===== src/rtl/div_pkg.sv =====
// ----------------------------------------------------------------------------
// div_pkg
//   Shared definitions for the radix-2 restoring divider.
//   - state_t   : FSM state encoding (IDLE / ITER / DONE)
//   - DIV_WIDTH : default operand/result width
//   - DIV_CNT_W : default iteration-counter width (must be able to hold WIDTH)
//   Ports: none (package).
// ----------------------------------------------------------------------------
package div_pkg;

    localparam int DIV_WIDTH = 32;
    localparam int DIV_CNT_W = 6;

    typedef enum logic [1:0] {
        ST_IDLE = 2'd0,
        ST_ITER = 2'd1,
        ST_DONE = 2'd2
    } state_t;

endpackage


===== src/rtl/div_step.sv =====
// ----------------------------------------------------------------------------
// div_step
//   One combinational restoring-division step.
//   The partial remainder and quotient are treated as one long register
//   {r,q} shifted left by one; the shifted remainder is WIDTH+1 bits wide so
//   the bit shifted out of r is kept for the compare. If the shifted remainder
//   is >= d it is reduced by d and a 1 enters the quotient LSB.
//   Ports:
//     r       in   WIDTH  current partial remainder (always < d between steps)
//     q       in   WIDTH  current quotient / remaining dividend bits
//     d       in   WIDTH  divisor magnitude
//     r_next  out  WIDTH  partial remainder after this step
//     q_next  out  WIDTH  quotient after this step
// ----------------------------------------------------------------------------
import div_pkg::*;

module div_step #(
    parameter int WIDTH = DIV_WIDTH
) (
    input  logic [WIDTH-1:0] r,
    input  logic [WIDTH-1:0] q,
    input  logic [WIDTH-1:0] d,
    output logic [WIDTH-1:0] r_next,
    output logic [WIDTH-1:0] q_next
);

    logic [WIDTH:0] r_shift;
    logic [WIDTH:0] r_diff;
    logic           ge;

    assign r_shift = {r, q[WIDTH-1]};
    assign r_diff  = r_shift - {1'b0, d};
    assign ge      = (r_shift >= {1'b0, d});

    // After a successful subtract the result is < d, so it always fits in
    // WIDTH bits. When d==0 the shifted-out bit is still 0 because r only
    // ever holds the dividend bits shifted in so far.
    assign r_next = ge ? r_diff[WIDTH-1:0] : r_shift[WIDTH-1:0];
    assign q_next = {q[WIDTH-2:0], ge};

    // r_diff's top bit is only meaningful as a borrow, which ge already covers.
    logic unused_borrow;
    assign unused_borrow = r_diff[WIDTH];

endmodule


===== src/rtl/radix2_divider.sv =====
// ----------------------------------------------------------------------------
// radix2_divider
//   Iterative radix-2 restoring divider for DIV / DIVU. Responder side of an
//   en/complete handshake: the initiator holds en high until complete pulses.
//   One quotient bit per cycle; latency from first en cycle to complete is
//   WIDTH+1 cycles. Results are registered and held until the next start.
//   Dropping en during iteration aborts the operation (results unchanged,
//   no complete).
//
//   Optional build macro RADIX2_DIV_ZERO_FAST_EN: when defined, a start with
//   divisor==0 skips iteration and completes one cycle later with
//   quotient=all-ones, remainder=raw dividend. When undefined, divide by zero
//   runs full length: quotient magnitude all-ones, remainder |dividend|, both
//   sign-corrected like any other result.
//
//   Ports:
//     clk        in   1      rising-edge clock
//     reset      in   1      synchronous, active-high
//     en         in   1      request / hold; low during iteration = abort
//     is_signed  in   1      1: two's-complement DIV, 0: DIVU
//     dividend   in   WIDTH  numerator, sampled on start only
//     divisor    in   WIDTH  denominator, sampled on start only
//     quotient   out  WIDTH  registered quotient
//     remainder  out  WIDTH  registered remainder
//     complete   out  1      one-cycle pulse: results valid this cycle
// ----------------------------------------------------------------------------
import div_pkg::*;

module radix2_divider #(
    parameter int WIDTH = DIV_WIDTH,
    parameter int CNT_W = DIV_CNT_W
) (
    input  logic             clk,
    input  logic             reset,
    input  logic             en,
    input  logic             is_signed,
    input  logic [WIDTH-1:0] dividend,
    input  logic [WIDTH-1:0] divisor,
    output logic [WIDTH-1:0] quotient,
    output logic [WIDTH-1:0] remainder,
    output logic             complete
);

    state_t           state_reg;
    logic [CNT_W-1:0] cnt_reg;
    logic [WIDTH-1:0] rem_work_reg;   // partial remainder
    logic [WIDTH-1:0] quo_work_reg;   // dividend bits shifting out, quotient bits shifting in
    logic [WIDTH-1:0] dvs_reg;        // divisor magnitude
    logic             sign_q_reg;
    logic             sign_r_reg;
    logic [WIDTH-1:0] quotient_reg;
    logic [WIDTH-1:0] remainder_reg;
    logic             complete_reg;

    // ------------------------------------------------------------------
    // Start-time operand conditioning
    // ------------------------------------------------------------------
    logic             dd_neg;
    logic             dv_neg;
    logic [WIDTH-1:0] dd_abs;
    logic [WIDTH-1:0] dv_abs;
    logic             fast_zero;

    assign dd_neg = is_signed & dividend[WIDTH-1];
    assign dv_neg = is_signed & divisor[WIDTH-1];
    // The most negative value negates to itself, which is also its correct
    // unsigned magnitude, so no special case is needed.
    assign dd_abs = dd_neg ? (~dividend + 1'b1) : dividend;
    assign dv_abs = dv_neg ? (~divisor + 1'b1) : divisor;

`ifdef RADIX2_DIV_ZERO_FAST_EN
    assign fast_zero = (divisor == '0);
`else
    assign fast_zero = 1'b0;
`endif

    // ------------------------------------------------------------------
    // Single restoring step datapath
    // ------------------------------------------------------------------
    logic [WIDTH-1:0] r_step;
    logic [WIDTH-1:0] q_step;

    div_step #(
        .WIDTH (WIDTH)
    ) u_step (
        .r      (rem_work_reg),
        .q      (quo_work_reg),
        .d      (dvs_reg),
        .r_next (r_step),
        .q_next (q_step)
    );

    // Sign fix-up applied to the outputs of the final step, so the result
    // registers load in the same edge that enters DONE.
    logic [WIDTH-1:0] q_fix;
    logic [WIDTH-1:0] r_fix;

    assign q_fix = sign_q_reg ? (~q_step + 1'b1) : q_step;
    assign r_fix = sign_r_reg ? (~r_step + 1'b1) : r_step;

    // ------------------------------------------------------------------
    // FSM, counter, working and result registers
    // ------------------------------------------------------------------
    always_ff @(posedge clk) begin
        if (reset) begin
            state_reg     <= ST_IDLE;
            cnt_reg       <= '0;
            rem_work_reg  <= '0;
            quo_work_reg  <= '0;
            dvs_reg       <= '0;
            sign_q_reg    <= 1'b0;
            sign_r_reg    <= 1'b0;
            quotient_reg  <= '0;
            remainder_reg <= '0;
            complete_reg  <= 1'b0;
        end else begin
            complete_reg <= 1'b0;
            case (state_reg)
                ST_IDLE: begin
                    if (en) begin
                        if (fast_zero) begin
                            quotient_reg  <= '1;
                            remainder_reg <= dividend;
                            complete_reg  <= 1'b1;
                            state_reg     <= ST_DONE;
                        end else begin
                            rem_work_reg <= '0;
                            quo_work_reg <= dd_abs;
                            dvs_reg      <= dv_abs;
                            sign_q_reg   <= dd_neg ^ dv_neg;
                            sign_r_reg   <= dd_neg;
                            cnt_reg      <= CNT_W'(WIDTH);
                            state_reg    <= ST_ITER;
                        end
                    end
                end

                ST_ITER: begin
                    if (!en) begin
                        // Abort: result registers keep the previous answer.
                        state_reg <= ST_IDLE;
                    end else begin
                        rem_work_reg <= r_step;
                        quo_work_reg <= q_step;
                        cnt_reg      <= cnt_reg - 1'b1;
                        if (cnt_reg == CNT_W'(1)) begin
                            quotient_reg  <= q_fix;
                            remainder_reg <= r_fix;
                            complete_reg  <= 1'b1;
                            state_reg     <= ST_DONE;
                        end
                    end
                end

                ST_DONE: begin
                    // Always return to IDLE; a still-high en there is a new start.
                    state_reg <= ST_IDLE;
                end

                default: begin
                    state_reg <= ST_IDLE;
                end
            endcase
        end
    end

    assign quotient  = quotient_reg;
    assign remainder = remainder_reg;
    assign complete  = complete_reg;

endmodule


===== config.mk =====
export PLATFORM = sky130hd
export DESIGN_NAME = radix2_divider
export DESIGN_NICKNAME = d
export VERILOG_FILES = /design/src/rtl/div_pkg.sv /design/src/rtl/div_step.sv /design/src/rtl/radix2_divider.sv
export SDC_FILE = /design/constraint.sdc
export NUM_CORES = 1
export LEC_CHECK = 0
export CORE_MARGIN = 3
export CORE_UTILIZATION = 30
export CTS_CLUSTER_SIZE = 28
export DETAILED_ROUTE_END_ITERATION = 8
export PLACE_DENSITY_LB_ADDON = 0.3
export SLEW_MARGIN = 15
export SYNTH_ARGS = -nofsm -noshare
export SYNTH_HDL_FRONTEND = slang
export SYNTH_SLANG_ARGS = --single-unit

===== constraint.sdc =====
create_clock -name clk -period 6.2 [get_ports clk]
set_clock_uncertainty 0.1 [all_clocks]
set_input_delay 0.62 -clock clk [delete_from_list [all_inputs] [get_ports clk]]
set_output_delay 0.62 -clock clk [all_outputs]
set_load 0.01 [all_outputs]

==> impl_metrics.ini, run 1 <==
[synth]
avgSynthCellArea_um2 = 7.53
synth_top_area_share_pct = 29.5
seq_area_frac_synth_pct = 29.5
synth_cell_types = 77
async_flop_share_pct = 0
synth-edff-count = 0
ys.flop_type = dfxtp_1
syn_nets = 1647
ys_top_cells_by_area = dfxtp_1 30%, nor2_1 6.7%, xor2_1 5.9%
netlist_instances = 1540
yosysTopAreaCell = dfxtp_1
yosys_warnings = 0
ys_ff_latch = 171
netlist_area_um2 = 11600

[critical_path]
arrival_ns = 5.75
critPathLaunchType = flop
cp_max_fo = 10
cp.required_ns = 6.39
end_kind = flop
path_class = reg2reg

[placement]
io_buffers = 132
post_dp_cell_area_um2 = 13300
globalplace.congestion = 0.961
dp.cells = 2096
hpwl_um = 29200

[pwr]
seqPwrFrac_pct = 40.6
internal_power_mw = 1.95
vdd_ir_drop_max_mv = 0.171
p_comb_share_pct = 19.7
swShare_pct = 33.0
p_leak_nw = 5.02
pwr-share-clk_pct = 39.7
switching_power_mw = 0.958
p_per_area_nw_per_um2 = 209

[floorplan]
chipHeight_um = 203
num_io_pins = 133
fp-row-count = 71
dieArea_um2 = 41100
initial_core_util_pct = 30.6
coreArea_um2 = 37900
die_x_um = 203

[global_route]
grt_max_degree = 74
track_usage_pct = 18.4
grt_overflow = 0
grt_pass1_wl_um = 61400
antenna_found_initial = 0
grt_pass1_vias = 10811

[clock_tree]
post_cts_buffers = 0
clock_latency_ns = 0.45
postCtsHoldBufs = 0
htreeDepth = 4
cts_tree = built
cts_root_buf = clkbuf_16
numCtsBuffers = 17
clock_sinks = 171
ctsResizeCount = 0
cts_buffer_depth = 2
clk_pin_slew_ns = 0.07

[layout]
layout-drive-gt1-share_pct = 4.33
fin_area_um2 = 13900
fin_cells = 2128
antenna_cells = 0
area.growth.synth_to_final_pct = 19.7
fin_nets = 1711

[routing]
drt_wl_total_um = 38600
via_count = 11580
ant_nets = 0
routedWlPerCell_um = 18.1
drtIter0Drc = 786
route.detailed.drc = 0
firstDrtPassIters = 5
viasPerCell = 5.44

[worst_hold_path]
hold_path_class = reg2reg

[timing]
setup_viol_count_final = 0
relSlewSlack_pct = 22.4
hold_ws_ns = 0.353
period_needed_ns = 5.56
final_max_slew_viol_count = 0
rsz0062_at_grt = no
fin_crit_sh_pct = 89.7
final-hold-violation-count = 0
worstMarginPinSlew_ns = 1.16
tns_ns = 0
fmax_mhz = 180

[flow_run]
maxCapViolCount = 0

[outcome]
status = complete, no violations
## cell usage in the layout, fill, tap and decap left out, drive strengths merged, types with 9 or more instances in the layout
master | Yosys | layout
nand4 | 15 | 15
or3 | 29 | 29
nor4 | 18 | 18
a221oi | 32 | 32
clkbuf | 83 | 18
a311oi | 9 | 9
nand2b | 9 | 9
a22oi | 22 | 22
clkdlybuf4s50 | 0 | 131
xor2 | 78 | 78
or4 | 12 | 12
buf | 18 | 15
dfxtp | 171 | 171
and2 | 20 | 20
nand3 | 16 | 16
a21o | 12 | 12
a211oi | 64 | 64
o211ai | 12 | 12
and3 | 10 | 10
nand2 | 149 | 149
nor2 | 206 | 206
a21oi | 121 | 121
o21ai | 78 | 78
xnor2 | 48 | 48
ha | 38 | 38
a31oi | 16 | 16
o41ai | 9 | 9
nor3 | 55 | 55
o31ai | 29 | 29
mux2i | 19 | 19
inv | 52 | 57
## power by group through the flow
stage | clock network, mW | registers (mW) | logic, mW
4_1_cts | 1.17 | 1.18 | 0.566
3_5_place_dp | 0 | 1.20 | 0.564
3_3_place_gp | 0 | 1.20 | 0.567
5_1_grt | 1.22 | 1.19 | 0.630
6_report | 1.15 | 1.18 | 0.571
2_1_floorplan | 0 | 1.19 | 0.384
## final timing paths
check                   start  slack [ns]             to  cells after the start
max          rem_work_reg[14]        0.64  remainder[28]                     18
max reg2reg  rem_work_reg[14]        0.64  remainder[28]                     18
min reg2reg     remainder[16]        0.35  remainder[16]                      2
min             remainder[16]        0.35  remainder[16]                      2
## logic make-up (layout without fill, tap and decap cells)
logic type | count (synthesis) | count (layout) | synth area share [%]
adder cells (fa/ha/maj) | 39 | 39 | 4.27
flip-flops | 171 | 171 | 29.5
buffers and inverters | 153 | 230 | 5.24
multiplexers | 23 | 23 | 2.06
AO/OA/AOI/OAI | 457 | 457 | 26.4
XOR/XNOR | 126 | 126 | 9.51
AND/OR/NAND/NOR | 571 | 571 | 23.0
## stage by stage
stage | worst slack [ns] | utilization [%] | total power [mW]
floorplan | 0.460 | - | 1.57
global placement | 0.843 | 35.0 | 1.77
detailed placement | 0.724 | 35.0 | 1.77
CTS | 0.697 | 36.6 | 2.92
global route | 0.313 | 36.6 | 3.04
finish | 0.641 | 36.6 | 2.90
## synth_stat cells, types with 16 or more instances
library cell	instances
ha_1	38
clkbuf_1	83
mux2i_1	19
dfxtp_1	171
or3_1	29
xnor2_1	48
a21oi_1	121
nand3_1	16
nor4_1	18
a31oi_1	16
o31ai_1	29
inv_1	51
nand2_1	149
nor2_1	206
a221oi_1	31
xor2_1	78
and2_1	19
a22oi_1	22
nor3_1	55
a211oi_1	64
o21ai_0	74
## worst max-delay path, cell delays in order, from the launching register on
cell,delay (ns)
dfxtp_1,0.37
ha_1,0.50
nand4_1,0.19
or3_1,0.35
or4_1,0.49
o211ai_2,0.15
or2_2,0.23
mux2i_1,0.34
ha_1,0.24
inv_1,0.07
a211oi_1,0.21
o211ai_1,0.18
a2111oi_2,0.47
and3_1,0.21
a21oi_1,0.07
or4_1,0.63
o311a_1,0.35
o21ai_0,0.15
a31oi_1,0.09
## layout make-up
cell class              count  area [um^2]
inverters                  52          198
well taps                 511          639
multi-input cells        1216         7580
clock inverters            14          181
flip-flops and latches    171         3420
fillers                  3978        24000
repair buffers            146         1420
clock buffers              18          439
## per-layer routing
layer,vias to the layer above,track usage (%),share of wire (%)
met1,5440,28.2,52
met2,369,27.0,41
li1,5734,-,-
met4,0,5.02,1.7
met5,-,0,0
met3,37,2.45,5.5
Note: power is estimated with default switching activity, not from simulation.
==> run 2: changes to the inputs <==
--- a/config.mk
+++ b/config.mk
@@ -5,10 +5,12 @@
 export SDC_FILE = /design/constraint.sdc
 export NUM_CORES = 1
 export LEC_CHECK = 0
+export CORE_ASPECT_RATIO = 0.75
 export CORE_MARGIN = 3
-export CORE_UTILIZATION = 30
+export CORE_UTILIZATION = 40
 export CTS_CLUSTER_SIZE = 28
 export DETAILED_ROUTE_END_ITERATION = 8
+export HOLD_SLACK_MARGIN = 0.03
 export PLACE_DENSITY_LB_ADDON = 0.3
 export SLEW_MARGIN = 15
 export SYNTH_ARGS = -nofsm -noshare
==> run 2 against run 1 <==
Net effect:
- clock power fell by 5%
- global-route usage rose by 6.4 points
- non-clock buffer count rose by 7
- power fell by 1.7%
- utilization rose by 12 points
- first-iteration DRC count rose by 61%
- die area fell by 24%
- sequential share of layout area rose by 0.20 points
- clock-buffer cell count fell by 1
- final area fell by 0.79%
- fmax fell by 3.6%
- cell count fell by 5.6%
- critical path type unchanged
- largest cell class unchanged
==> impl_metrics.ini, run 2 (synthesized netlist as in run 1, its figures left out) <==
[outcome]
status = complete, no violations

[routing]
via_count = 11935
route.detailed.drc = 0
drt_wl_total_um = 40000
firstDrtPassIters = 5
drtIter0Drc = 1266
viasPerCell = 5.94
routedWlPerCell_um = 19.9
ant_nets = 0

[timing]
setup_viol_count_final = 0
relSlewSlack_pct = 28.0
fmax_mhz = 173
tns_ns = 0
rsz0062_at_grt = no
setup_ws_ns = 0.432
fin_crit_sh_pct = 93.0
final-hold-violation-count = 0
worstMarginPinSlew_ns = 1.07
hold_ws_ns = 0.352
period_needed_ns = 5.77
final_max_slew_viol_count = 0

[critical_path]
cp.required_ns = 6.46
path_class = reg2reg
cp_top_family = compound AO/OA/AOI/OAI gates
arrival_ns = 6.02
end_kind = flop
crit_slowest_cell = or4_1
critPathLaunchType = flop
cp.buffers_inverters = 2
cp_max_fo = 11
crit_chain = inv_1 > ha_1 > a21oi_1 > and2_1 > a21boi_0 > o211a_1 > or2_2 > mux2i_1 > ha_1 > inv_1 > a211oi_1 > o211ai_1 > a2111oi_2 > and3_1 > a21oi_1 > or4_1 > o31ai_1 > xor2_1 > a22o_1
cp_slowest_stage_delay_ns = 0.64

[layout]
area.growth.synth_to_final_pct = 18.8
final_common_cell = nor2_1
fin_nets = 1718
antenna_cells = 0
final_cell_mix = 205 x nor2_1, 171 x dfxtp_1, 149 x nand2_1
fin_area_um2 = 13800
layout-drive-gt1-share_pct = 4.74

[global_route]
track_usage_pct = 24.9
grt_pass1_vias = 10593
grt_pass1_wl_um = 61500
grt_max_degree = 70
antenna_found_initial = 0
grt_overflow = 0

[pwr]
vdd_ir_drop_max_mv = 0.163
p_leak_nw = 5.05
p_per_area_nw_per_um2 = 207

[clock_tree]
clock_sinks = 171
cts_root_buf = clkbuf_16
clk_pin_slew_ns = 0.07
numCtsBuffers = 17
cts_buffer_depth = 2
clock_latency_ns = 0.46
cts_tree = built
postCtsHoldBufs = 0
htreeDepth = 4
ctsResizeCount = 0
post_cts_buffers = 0

[worst_hold_path]
hold_path_class = reg2reg

[placement]
io_buffers = 132
post_dp_cell_area_um2 = 13200
hpwl_um = 30700
globalplace.congestion = 0.933
dpl_worst_slack_ns = 0.533

[floorplan]
num_io_pins = 133
die_x_um = 203
fp-row-count = 53
initial_core_util_pct = 41.0
dieArea_um2 = 31100
coreArea_um2 = 28300
chipHeight_um = 153

[flow_run]
maxCapViolCount = 0
==> run 2: cell types whose count changed in the layout (fill, tap and decap cells not counted), sizes merged <==
| cell | change |
|---|---|
| buf | +7 |
| bufinv | -1 |
| clkbuf | -1 |
| clkinv | -1 |
| clkinvlp | +1 |
| inv | +2 |
==> run 2: report_power, final <==
part           internal [mW]  switching [mW]
Combinational          0.221           0.367
Sequential              1.14          0.0426
Clock                  0.543           0.546
==> run 2: worst paths after layout <==
path | endpoint | from | depth (start not counted) | slack (ns)
worst max-delay path | remainder[24] | dvs_reg[4] | 19 | 0.43
worst min-delay path | remainder[3] | remainder[3] | 2 | 0.35
worst max register to register | remainder[24] | dvs_reg[4] | 19 | 0.43
worst min register to register | remainder[3] | remainder[3] | 2 | 0.35
==> run 2: worst reg2reg max path: stages (launching register included) <==
cell,delay [ns]
dfxtp_1,0.33
inv_1,0.05
ha_1,0.48
a21oi_1,0.17
and2_1,0.23
a21boi_0,0.47
o211a_1,0.34
or2_2,0.27
mux2i_1,0.37
ha_1,0.24
inv_1,0.07
a211oi_1,0.26
o211ai_1,0.18
a2111oi_2,0.52
and3_1,0.23
a21oi_1,0.07
or4_1,0.64
o31ai_1,0.34
xor2_1,0.12
a22o_1,0.20
==> run 2: per-stage QoR <==
step | std cells | power [mW] | util (%)
2_1_floorplan | 1540 | 1.57 | -
3_3_place_gp | 1977 | 1.77 | 46.6
3_5_place_dp | 1977 | 1.78 | 46.6
4_1_cts | 2009 | 2.87 | 48.7
5_1_grt | 2009 | 2.97 | 48.7
6_report | 2009 | 2.86 | 48.7
==> run 2: layout make-up <==
cell class,count,area (um^2)
Fill cell,2787,14500
Clock buffer,17,425
Sequential cell,171,3420
Multi-Input combinational cell,1216,7590
Inverter,52,198
Clock inverter,15,173
Timing Repair Buffer,153,1490
Tap cell,385,482
==> run 2: routing by layer <==
layer | routed length (um) | up-vias | global-route usage (%) | part of all wire [%]
met2 | 15900 | 498 | 33.9 | 40
met5 | 0 | - | 0 | 0
met3 | 3730 | 23 | 5.21 | 9.3
li1 | - | 5752 | - | -
met4 | 274 | 0 | 4.45 | 0.69
met1 | 20100 | 5662 | 39.9 | 50
